<file path="src/rtl/nibble_seq_adder.sv">
// Sequential W-bit adder that walks the operands one nibble per two cycles
// through an external registered 4-bit adder slice, rippling the carry between nibbles.
module nibble_seq_adder #(
    parameter int NIBBLES = 4
) (
    input  logic                   clk,
    input  logic                   reset,
    input  logic                   start,
    input  logic [4*NIBBLES-1:0]   a,
    input  logic [4*NIBBLES-1:0]   b,
    input  logic                   cin,
    output logic [3:0]             x_nib,
    output logic [3:0]             y_nib,
    output logic                   c_nib,
    output logic                   add_en,
    input  logic [3:0]             r_nib,
    input  logic                   cout_nib,
    output logic [4*NIBBLES-1:0]   sum,
    output logic                   cout,
    output logic                   ovf,
    output logic                   busy,
    output logic                   done
);

    localparam int W  = 4 * NIBBLES;
    localparam int KW = (NIBBLES > 1) ? $clog2(NIBBLES) : 1;
    localparam logic [KW-1:0] K_LAST = KW'(NIBBLES - 1);

    typedef enum logic [1:0] {
        IDLE  = 2'd0,
        ISSUE = 2'd1,
        WAIT  = 2'd2,
        DONE  = 2'd3
    } state_t;

    state_t          state_q, state_d;
    logic [W-1:0]    a_q, b_q;
    logic            cin_q;
    logic            carry_q;
    logic [KW-1:0]   k_q;
    logic [W-1:0]    res_q, res_d;
    logic [W-1:0]    sum_q;
    logic            cout_q;
    logic            ovf_q;
    logic [KW+1:0]   base;

    assign base = {k_q, 2'b00};

    // State register
    always_ff @(posedge clk or posedge reset) begin
        if (reset) begin
            state_q <= IDLE;
        end else begin
            state_q <= state_d;
        end
    end

    // Next-state logic
    always_comb begin
        state_d = state_q;
        case (state_q)
            IDLE:    if (start) state_d = ISSUE;
            ISSUE:   state_d = WAIT;
            WAIT:    state_d = (k_q == K_LAST) ? DONE : ISSUE;
            DONE:    state_d = IDLE;
            default: state_d = IDLE;
        endcase
    end

    // Outputs decoded from the current state
    always_comb begin
        x_nib  = '0;
        y_nib  = '0;
        c_nib  = 1'b0;
        add_en = 1'b0;
        busy   = (state_q == ISSUE) || (state_q == WAIT);
        done   = (state_q == DONE);
        if (state_q == ISSUE) begin
            x_nib  = a_q[base +: 4];
            y_nib  = b_q[base +: 4];
            c_nib  = (k_q == '0) ? cin_q : carry_q;
            add_en = 1'b1;
        end
    end

    // Partial result with the slice output merged in, used for the final capture
    always_comb begin
        res_d = res_q;
        res_d[base +: 4] = r_nib;
    end

    always_ff @(posedge clk or posedge reset) begin
        if (reset) begin
            a_q     <= '0;
            b_q     <= '0;
            cin_q   <= 1'b0;
            carry_q <= 1'b0;
            k_q     <= '0;
            res_q   <= '0;
            sum_q   <= '0;
            cout_q  <= 1'b0;
            ovf_q   <= 1'b0;
        end else begin
            case (state_q)
                IDLE: begin
                    if (start) begin
                        a_q   <= a;
                        b_q   <= b;
                        cin_q <= cin;
                        k_q   <= '0;
                    end
                end
                WAIT: begin
                    res_q   <= res_d;
                    carry_q <= cout_nib;
                    if (k_q == K_LAST) begin
                        sum_q  <= res_d;
                        cout_q <= cout_nib;
                        ovf_q  <= (a_q[W-1] == b_q[W-1]) && (res_d[W-1] != a_q[W-1]);
                    end else begin
                        k_q <= k_q + 1'b1;
                    end
                end
                default: ;
            endcase
        end
    end

    assign sum  = sum_q;
    assign cout = cout_q;
    assign ovf  = ovf_q;

endmodule
</file>
<file path="config.mk">
export PLATFORM = sky130hd
export DESIGN_NAME = nibble_seq_adder
export DESIGN_NICKNAME = d
export VERILOG_FILES = /design/src/rtl/nibble_seq_adder.sv
export SDC_FILE = /design/constraint.sdc
export NUM_CORES = 1
export LEC_CHECK = 0
export CAP_MARGIN = 20
export CORE_UTILIZATION = 55
export DETAILED_ROUTE_END_ITERATION = 8
export MAX_ROUTING_LAYER = met4
export PLACE_DENSITY_LB_ADDON = 0.12
export SLEW_MARGIN = 20
export SYNTH_ARGS = -nofsm -noshare
export SYNTH_HDL_FRONTEND = slang
export SYNTH_SLANG_ARGS = --single-unit
export TNS_END_PERCENT = 10
</file>
<file path="constraint.sdc">
create_clock -name clk -period 6.9 [get_ports clk]
set_clock_uncertainty 0.1 [all_clocks]
set_input_delay 1.38 -clock clk [delete_from_list [all_inputs] [get_ports clk]]
set_output_delay 1.38 -clock clk [all_outputs]
set_load 0.1 [all_outputs]
</file>
==> flow_summary.json <==
{
  "end_kind": "output port",
  "report.final.slew_viol_count": 0,
  "hpwlAfterDp_um": 4350,
  "antenna_found_initial": 0,
  "routed_wl_um": 6580,
  "rsz0062_at_grt": "false",
  "syn_area_um2": 3420,
  "rows": 28,
  "tns_ns": 0,
  "final_common_cell": "dfrtp_1",
  "initial_core_util": 0.575,
  "synth_xor_area_frac": 0,
  "cts-resized-gates": 0,
  "critical_path_arrival_ns": 3.19,
  "maxSlewHeadroom": 0.344,
  "crit_required_ns": 5.42,
  "synth.mux.area_fraction": 0.175,
  "numCtsBuffers": 9,
  "ys.warnings.count": 0,
  "fin_crit_sh": 0.677,
  "clk_pin_slew_ns": 0.08,
  "place_inst": 405,
  "critPathKind": "reg2out",
  "synth_compound_gate_area_share": 0.114,
  "layout_min_cycle_time_ns": 4.67,
  "gp_congestion": 0.764,
  "synth.distinct_cells": 35,
  "dr.pass1.iters": 4,
  "vias": 2369,
  "drive_gt1_frac": 0.191,
  "nets": 393,
  "r2r_start": "k_q[0]$_DFFE_PP0P_",
  "hold_path_end": "sum[9]$_DFFE_PP0P_",
  "track_usage": 0.234,
  "worstHoldStart": "sum[9]$_DFFE_PP0P_",
  "routedWlPerCell_um": 15.6,
  "antenna_left": 0,
  "synth_top_family_by_area": "multiplexers",
  "cts_max_path_buffers": 2,
  "yosys.area_share.simple": 0.107,
  "final_cells": 421,
  "area_growth_pct": 26.3,
  "die_w_um": 80.9,
  "final_hold_viol_count": 0,
  "hp-class": "reg2reg",
  "reg2reg_to": "ovf$_DFFE_PP0P_",
  "dpl_cell_area_um2": 4140,
  "clkLatencyLatePin_ns": 0.34,
  "grt_pass1_vias": 2367,
  "coreArea_um2": 5960,
  "grt_max_degree": 73,
  "drv_cap": 0,
  "r2r_cells": 5,
  "antenna_cells": 0,
  "cts_tree": "yes",
  "drc_errors": 0,
  "cts-htree-levels": 3,
  "reg2reg_slack_ns": 4.03,
  "ys_ff_latch": 72,
  "grt_pass1_wl_um": 11000,
  "cp-start-kind": "register",
  "cts.sinks": 72,
  "max_freq_ghz": 0.214,
  "setup_viol": 0,
  "drt-initial-drc-count": 133,
  "worst_slew_pin_slew_ns": 0.980,
  "cts_setup_buffers": 0,
  "ctsHoldBuffers": 0,
  "status": "completed",
  "synthCells": 276,
  "yosysSeqAreaShare": 0.527,
  "dieArea_um2": 6540,
  "stdcell_area_um2": 4320,
  "synth_fa_ha_area_frac": 0.0402,
  "crit_path_max_fanout": 18,
  "fillCellCount": 464,
  "num_io_pins": 71,
  "synth_nets": 328,
  "avgSynthCellArea_um2": 12.4,
  "die_height_um": 80.9,
  "overflow": 0,
  "port_buffers": 70,
  "vias_per_cell": 5.63,
  "worstHoldPathCells": 2,
  "layout_common_cells": "dfrtp_1, clkdlybuf4s50_1, mux2_2, nand2_1",
  "root_buffer": "clkbuf_8"
}
area by class of cell:
cell class | instances | area (um^2) | area share
clock buffers | 9 | 124 | 0.0287
clock inverters | 7 | 62.6 | 0.0145
inverters | 6 | 22.5 | 0.00521
multi-input cells | 179 | 1490 | 0.346
flip-flops and latches | 72 | 1800 | 0.417
well taps | 75 | 93.8 | 0.0217
repair buffers | 73 | 723 | 0.167
state kept, by name, indices dropped and copies added, names as in the netlist:
register,cells
sum,16
cin_q,1
state_q,2
res_q,16
a_q,16
ovf,1
b_q,16
cout,1
carry_q,1
k_q,2
cell families after synthesis:
| group | after synthesis |
|---|---|
| and+or+nand+nor | 65 |
| DFF | 72 |
| muxes | 45 |
| AOI/OAI and AO/OA | 58 |
| adders and majority gates | 11 |
| buffers and inverters | 25 |
per-stage QoR:
stage | worst slack, ns | hold WS (ns) | util
global route | 1.95 | 0.407 | 0.726
CTS | 2.13 | 0.386 | 0.726
finish | 2.23 | 0.380 | 0.726
floorplan | 2.60 | 0.358 | -
global placement | 2.60 | 0.361 | 0.694
detailed placement | 2.51 | 0.369 | 0.694
cells in the mapped netlist:
cell	count	area [um^2]
a32o_1	15	150
a211oi_1	1	7.51
nand3_1	1	5.00
a22oi_1	1	7.51
nand2_1	24	90.1
nor4bb_2	1	16.3
and4b_1	1	10.0
ha_1	11	138
nand2b_1	1	6.26
and2_1	9	56.3
nor3_1	1	5.00
a2111o_1	1	11.3
mux4_2	7	158
mux2_2	35	394
and2b_1	1	7.51
a31oi_1	1	6.26
a21boi_0	1	7.51
mux2i_1	2	20.0
or3b_2	1	8.76
mux4_1	1	26.3
dfrtp_1	72	1800
a21oi_1	18	90.1
inv_1	6	22.5
o311ai_1	1	8.76
o21ai_0	17	85.1
clkbuf_1	3	11.3
nand4_1	1	6.26
buf_2	14	70.1
o31ai_1	1	7.51
nand3b_1	1	7.51
o221ai_1	1	8.76
nor2b_1	18	113
buf_6	2	22.5
and4bb_2	2	25.0
nor2_1	3	11.3
worst max path at each step:
stage                                       from     to  slack [ns]
after floorplan           state_q[1]$_DFFE_PP0P_  c_nib        2.60
after global placement        k_q[0]$_DFFE_PP0P_  c_nib        2.60
after detailed placement      k_q[0]$_DFFE_PP0P_  c_nib        2.51
after CTS                     k_q[0]$_DFFE_PP0P_  c_nib        2.13
after global routing          k_q[0]$_DFFE_PP0P_  c_nib        1.95
final                         k_q[0]$_DFFE_PP0P_  c_nib        2.23
worst max-delay path, stage by stage, from the launching register on:
cell	delay, ns
dfrtp_1	0.85
inv_1	0.26
ha_1	0.34
mux2i_1	0.14
nor2b_1	0.12
clkdlybuf4s50_1	1.14
metal layers:
| metal | GRT usage | wire length [um] | vias up |
|---|---|---|---|
| met2 | 0.362 | 3270 | 69 |
| met1 | 0.303 | 2900 | 1165 |
| met5 | - | 0 | - |
| met4 | 0.104 | 102 | 0 |
| met3 | 0.0438 | 306 | 11 |
| li1 | - | - | 1124 |
Power is left out: the tool's default activity adds up to more than one toggle a clock period on the data nets, which glitch-free logic cannot reach.
